**src/rtl/biriscv_fetchq_pkg.sv**
```systemverilog
// Shared definitions for the biriscv fetch queue: entry layout, flag indices
// and a packing helper.
package biriscv_fetchq_pkg;

  localparam int ENTRY_W   = 75;
  localparam int INSTR_LSB = 0;
  localparam int PC_LSB    = 32;
  localparam int FAULT_LSB = 64;
  localparam int FLAGS_LSB = 66;

  localparam int FLAG_EXEC     = 0;
  localparam int FLAG_LSU      = 1;
  localparam int FLAG_BRANCH   = 2;
  localparam int FLAG_MUL      = 3;
  localparam int FLAG_DIV      = 4;
  localparam int FLAG_CSR      = 5;
  localparam int FLAG_RD_VALID = 6;
  localparam int FLAG_INVALID  = 7;
  localparam int FLAG_MULE     = 8;

  typedef logic [ENTRY_W-1:0] entry_t;

  function automatic entry_t pack_entry(input logic [31:0] instr,
                                        input logic [31:0] pc,
                                        input logic [1:0]  fault,
                                        input logic [8:0]  flags);
    return {flags, fault, pc, instr};
  endfunction

endpackage

```
**src/rtl/biriscv_fetchq_ram.sv**
```systemverilog
// DEPTH x WIDTH register file, two write ports, two async read ports.
// Write port 1 wins on an address collision.
module biriscv_fetchq_ram
  import biriscv_fetchq_pkg::*;
#(
  parameter int DEPTH   = 8,
  parameter int DEPTH_W = 3,
  parameter int WIDTH   = ENTRY_W
) (
  input  logic               clk_i,
  input  logic               rst_i,
  input  logic               we0_i,
  input  logic [DEPTH_W-1:0] wa0_i,
  input  logic [WIDTH-1:0]   wd0_i,
  input  logic               we1_i,
  input  logic [DEPTH_W-1:0] wa1_i,
  input  logic [WIDTH-1:0]   wd1_i,
  input  logic [DEPTH_W-1:0] ra0_i,
  input  logic [DEPTH_W-1:0] ra1_i,
  output logic [WIDTH-1:0]   rd0_o,
  output logic [WIDTH-1:0]   rd1_o
);

  logic [DEPTH-1:0][WIDTH-1:0] r_mem;

  always_ff @(posedge clk_i) begin
    if (!rst_i) begin
      r_mem <= '0;
    end else begin
      if (we0_i) r_mem[wa0_i] <= wd0_i;
      if (we1_i) r_mem[wa1_i] <= wd1_i;
    end
  end

  assign rd0_o = r_mem[ra0_i];
  assign rd1_o = r_mem[ra1_i];

endmodule

```
**src/rtl/biriscv_fetch_queue.sv**
```systemverilog
// Dual-slot in-order instruction queue between decode and issue.
// Optional same-cycle bypass when empty: define BIRISCV_FETCHQ_BYPASS_EN.
module biriscv_fetch_queue
  import biriscv_fetchq_pkg::*;
#(
  parameter int DEPTH   = 8,
  parameter int DEPTH_W = 3
) (
  input  logic               clk_i,
  input  logic               rst_i,
  input  logic               flush_i,
  input  logic               in0_valid_i,
  input  logic [31:0]        in0_instr_i,
  input  logic [31:0]        in0_pc_i,
  input  logic [1:0]         in0_fault_i,
  input  logic [8:0]         in0_flags_i,
  output logic               in0_accept_o,
  input  logic               in1_valid_i,
  input  logic [31:0]        in1_instr_i,
  input  logic [31:0]        in1_pc_i,
  input  logic [1:0]         in1_fault_i,
  input  logic [8:0]         in1_flags_i,
  output logic               in1_accept_o,
  output logic               out0_valid_o,
  output logic [31:0]        out0_instr_o,
  output logic [31:0]        out0_pc_o,
  output logic [1:0]         out0_fault_o,
  output logic [8:0]         out0_flags_o,
  input  logic               out0_accept_i,
  output logic               out1_valid_o,
  output logic [31:0]        out1_instr_o,
  output logic [31:0]        out1_pc_o,
  output logic [1:0]         out1_fault_o,
  output logic [8:0]         out1_flags_o,
  input  logic               out1_accept_i,
  output logic [DEPTH_W:0]   level_o
);

  localparam logic [DEPTH_W:0] L_DEPTH = (DEPTH_W+1)'(DEPTH);

  logic [DEPTH_W-1:0] r_rd_ptr, r_wr_ptr;
  logic [DEPTH_W:0]   r_count;

  logic [DEPTH_W:0] w_free;
  logic             w_push0, w_push1, w_pop0, w_pop1;
  logic [1:0]       w_push_cnt, w_pop_cnt;
  entry_t           w_e1, w_slot0, w_rd0, w_rd1, w_out0, w_out1;
  logic             w_slot0_vld, w_slot1_vld, w_byp, w_we0, w_we1;

  // Accepts look only at registered occupancy; same-cycle pops never make room.
  assign w_free       = L_DEPTH - r_count;
  assign in0_accept_o = rst_i & (w_free != '0);
  assign in1_accept_o = rst_i & (in0_valid_i ? (w_free >= (DEPTH_W+1)'(2)) : (w_free != '0));

  assign w_push0    = in0_valid_i & in0_accept_o;
  assign w_push1    = in1_valid_i & in1_accept_o;
  assign w_push_cnt = {1'b0, w_push0} + {1'b0, w_push1};

  // Compact the accepted instructions into slot0/slot1 in program order.
  assign w_e1        = pack_entry(in1_instr_i, in1_pc_i, in1_fault_i, in1_flags_i);
  assign w_slot0     = w_push0 ? pack_entry(in0_instr_i, in0_pc_i, in0_fault_i, in0_flags_i) : w_e1;
  assign w_slot0_vld = w_push0 | w_push1;
  assign w_slot1_vld = w_push0 & w_push1;

`ifdef BIRISCV_FETCHQ_BYPASS_EN
  assign w_byp = (r_count == '0) & ~flush_i;
`else
  assign w_byp = 1'b0;
`endif

  assign out0_valid_o = rst_i & (w_byp ? w_slot0_vld : (r_count != '0));
  assign out1_valid_o = rst_i & (w_byp ? w_slot1_vld : (r_count >= (DEPTH_W+1)'(2)));
  assign w_out0       = !rst_i ? '0 : (w_byp ? w_slot0 : w_rd0);
  assign w_out1       = !rst_i ? '0 : (w_byp ? w_e1    : w_rd1);

  assign out0_instr_o = w_out0[INSTR_LSB +: 32];
  assign out0_pc_o    = w_out0[PC_LSB    +: 32];
  assign out0_fault_o = w_out0[FAULT_LSB +: 2];
  assign out0_flags_o = w_out0[FLAGS_LSB +: 9];
  assign out1_instr_o = w_out1[INSTR_LSB +: 32];
  assign out1_pc_o    = w_out1[PC_LSB    +: 32];
  assign out1_fault_o = w_out1[FAULT_LSB +: 2];
  assign out1_flags_o = w_out1[FLAGS_LSB +: 9];
  assign level_o      = rst_i ? r_count : '0;

  assign w_pop0    = out0_valid_o & out0_accept_i;
  assign w_pop1    = w_pop0 & out1_valid_o & out1_accept_i;
  assign w_pop_cnt = {1'b0, w_pop0} + {1'b0, w_pop1};

  // Bypassed-and-consumed slots keep their pointer advance but skip the write.
  assign w_we0 = rst_i & ~flush_i & w_slot0_vld & ~(w_byp & w_pop0);
  assign w_we1 = rst_i & ~flush_i & w_slot1_vld & ~(w_byp & w_pop1);

  biriscv_fetchq_ram #(.DEPTH(DEPTH), .DEPTH_W(DEPTH_W), .WIDTH(ENTRY_W)) u_ram (
    .clk_i (clk_i),
    .rst_i (rst_i),
    .we0_i (w_we0),
    .wa0_i (r_wr_ptr),
    .wd0_i (w_slot0),
    .we1_i (w_we1),
    .wa1_i (r_wr_ptr + DEPTH_W'(1)),
    .wd1_i (w_e1),
    .ra0_i (r_rd_ptr),
    .ra1_i (r_rd_ptr + DEPTH_W'(1)),
    .rd0_o (w_rd0),
    .rd1_o (w_rd1)
  );

  always_ff @(posedge clk_i) begin
    if (!rst_i || flush_i) begin
      r_rd_ptr <= '0;
      r_wr_ptr <= '0;
      r_count  <= '0;
    end else begin
      r_rd_ptr <= r_rd_ptr + DEPTH_W'(w_pop_cnt);
      r_wr_ptr <= r_wr_ptr + DEPTH_W'(w_push_cnt);
      r_count  <= r_count + (DEPTH_W+1)'(w_push_cnt) - (DEPTH_W+1)'(w_pop_cnt);
    end
  end

endmodule

```
**config.mk**
```make
export PLATFORM = sky130hd
export DESIGN_NAME = biriscv_fetch_queue
export DESIGN_NICKNAME = d
export VERILOG_FILES = /design/src/rtl/biriscv_fetchq_pkg.sv /design/src/rtl/biriscv_fetchq_ram.sv /design/src/rtl/biriscv_fetch_queue.sv
export SDC_FILE = /design/constraint.sdc
export NUM_CORES = 2
export LEC_CHECK = 0
export CAP_MARGIN = 30
export CORE_MARGIN = 1.5
export CORE_UTILIZATION = 49
export DETAILED_ROUTE_END_ITERATION = 7
export DONT_BUFFER_PORTS = 1
export GPL_TIMING_DRIVEN = 0
export PLACE_DENSITY = 0.7
export SYNTH_ARGS = -nofsm -noshare
export SYNTH_HDL_FRONTEND = slang
export SYNTH_SLANG_ARGS = --single-unit
```
**constraint.sdc**
```tcl
create_clock -name clk_i -period 8.1 [get_ports clk_i]
set_clock_uncertainty 0.15 [all_clocks]
set_input_delay 2.43 -clock clk_i [delete_from_list [all_inputs] [get_ports clk_i]]
set_output_delay 2.43 -clock clk_i [all_outputs]
set_load 0.1 [all_outputs]
```
==> results_dict.tcl <==
set metrics [dict create \
    status "completed" \
    critPathTopFamily "buffers and inverters" \
    finalCritPeriodShare 0.953 \
    synthCells 3787 \
    yosysWarnings 0 \
    max_stage_delay_ns 0.89 \
    fill_cells 6413 \
    place_ws_ns 0.630 \
    ios 315 \
    cts.sinks 610 \
    grt_use_total 0.381 \
    h-tree-depth 3 \
    hpwl_um 114000 \
    die-height_um 284 \
    power_density_nw_per_um2 185 \
    syn_area_per_cell_um2 10.2 \
    worst-path-buf-inv 5 \
    synth_cell_types 36 \
    cp-end-kind "output port" \
    yosys.area.top_type "dfxtp_1" \
    ant_nets 0 \
    via_per_inst 7.07 \
    finalSetupViolCount 0 \
    slew_violations 0 \
    crit_type "input port to output port" \
    cts_root_buf "clkbuf_16" \
    drt_iter0_markers 4845 \
    clockBufferDepth 3 \
    hold_viol_final 0 \
    rsz0062_at_grt "false" \
    start_util 0.498 \
    fin_crit_ns 7.72 \
    routed_wl_um 160000 \
    die_area_um2 80800 \
    layout_common_cells "mux2i_1, dfxtp_1, a21boi_0, o22ai_1, clkbuf_1" \
    max_slew.worst_pin.slew_ns 1.17 \
    gp_congestion 0.939 \
    cp.arrival_ns 5.14 \
    crit_chain "inv_1 -> clkbuf_1 -> clkbuf_1 -> clkbuf_1 -> a21oi_2 -> buf_16" \
    syn_to_final_growth_pct 21.6 \
    relSlewSlack 0.222 \
    ctsResizeCount 0 \
    io_buffers 0 \
    synth_edf_count 0 \
    antenna_found_initial 14 \
    synthArstFlopShare 0 \
    start_kind "input port" \
    cp.required_ns 5.52 \
    cp_max_fo 10 \
    holdCritPathClass "flip-flop to flip-flop" \
    wl_per_cell_um 31.0 \
    grt_max_degree 13 \
    ir_drop_mv 0.147 \
    p_leak_nw 19.0 \
    rows 102 \
    ys.flop_type "dfxtp_1" \
    grt_pass1_vias 35900 \
    final_layout_size_suffix_gt1_frac 0.206 \
    clk_latency_ns 0.65 \
    max_freq_mhz 130 \
    cts_buffers 71 \
    yosysSeqAreaShare 0.315 \
    grt_pass1_wl_um 234000 \
    maxCapViolations 0 \
    layout_commonest_cell "mux2i_1" \
    finalPower_mw 8.73 \
    drc_errors 0 \
    ys_ff_latch 610 \
    crit_slowest_cell "clkbuf_1" \
    firstDrtPassIters 7 \
    holdBufCountCts 0 \
    synth.area.top_cells "dfxtp_1, mux2i_1, mux4_2, a21boi_0, o22ai_1" \
    synth_area_um2 38800 \
    yosys.area.top_type_share 0.315 \
    cts_tree "built" \
    vias 36400 \
    cpMostUsedCell "clkbuf_1" \
    cts.clk_slew.worst_paths_ns 0.06 \
    postCtsSetupRepairBufs 0 \
    coreArea_um2 77800 \
    die_x_um 284 \
    grt-ovfl-total 0 \
    fin_ws_ns 0.378 \
    syn-num-nets 3962 \
    layout.nets 4218 \
]
[kinds of logic after synthesis]
kind of cell,after synthesis,share of synthesized area
and+or+nand+nor,273,0.0285
DFF,610,0.315
muxes,1050,0.368
buffers and inverters,542,0.0559
AOI/OAI and AO/OA,1285,0.224
xor gates and xnor gates,9,0.00203
adders and majority gates,18,0.00658
[layout make-up]
class	count	area [µm²]	share of cell area
Multi-Input combinational cell	2635	24900	0.528
Sequential cell	610	12200	0.259
Timing Repair Buffer	183	4190	0.0889
Clock buffer	108	2130	0.0452
Buffer	525	2100	0.0446
Tap cell	1040	1300	0.0276
Clock inverter	17	200	0.00425
Inverter	17	63.8	0.00135
Antenna cell	13	32.5	0.000690
[cell usage after synthesis, drive strengths merged, types with 2 or more instances]
cell type and number:
and2 6, buf 127, nor2b 2, a21boi 600, nor2 86, inv 17
nor3 2, and3b 2, dfxtp 610, clkbuf 398, a21oi 77, o21ai 2
nand2 160, a31oi 3, xnor2 5, nand4 4, mux4 300, o22ai 600
ha 14, fa 4, xor2 4, mux2i 750, nor3b 3, nand3 4
[worst register-to-register path, delay by kind of cell, from the launching register on]
family	cells	cell delay, ns
compound gates	3	0.71
simple gates	2	1.11
fa+ha+maj	2	0.50
buf+inv	8	2.43
flops	1	0.39
mux	1	0.19
[per-stage QoR]
step,area [µm²],hold slack [ns],utilization,TNS (ns),instances
2_1_floorplan,38800,0.428,-,0,3787
3_3_place_gp,40100,0.471,0.515,-0.255,4827
3_5_place_dp,44700,0.468,0.574,0,5003
4_1_cts,47000,0.487,0.604,0,5128
5_1_grt,47100,0.542,0.605,0,5138
6_report,47200,0.498,0.606,0,5148
[report_power, final]
part           switching [mW]  total (mW)  internal [mW]
clock network            1.40        3.34           1.94
logic                    1.53        2.23          0.700
registers              0.0691        3.16           3.09
[routing by layer]
metal,share of wire,GRT usage
met1,0.37,0.482
met2,0.45,0.588
met3,0.11,0.109
met4,0.058,0.208
met5,0.00021,0
[sequential cells by signal, indices dropped and copies added, names as in the netlist]
name         flops
r_count          4
r_wr_ptr         3
r_rd_ptr         3
u_ram.r_mem    600
[worst paths after layout]
check / start / end / slack (ns) / cells past startpoint
worst min register to register: r_rd_ptr[0]$_SDFF_PP0_ / r_rd_ptr[0]$_SDFF_PP0_ / 0.50 / 2
worst max-delay path: rst_i / out1_flags_o[8] / 0.38 / 6
worst min-delay path: r_rd_ptr[0]$_SDFF_PP0_ / r_rd_ptr[0]$_SDFF_PP0_ / 0.50 / 2
worst max register to register: r_count[1]$_SDFF_PP0_ / u_ram.r_mem[222]$_SDFF_PN0_ / 2.46 / 16
Power figures use the tool's default switching activity.
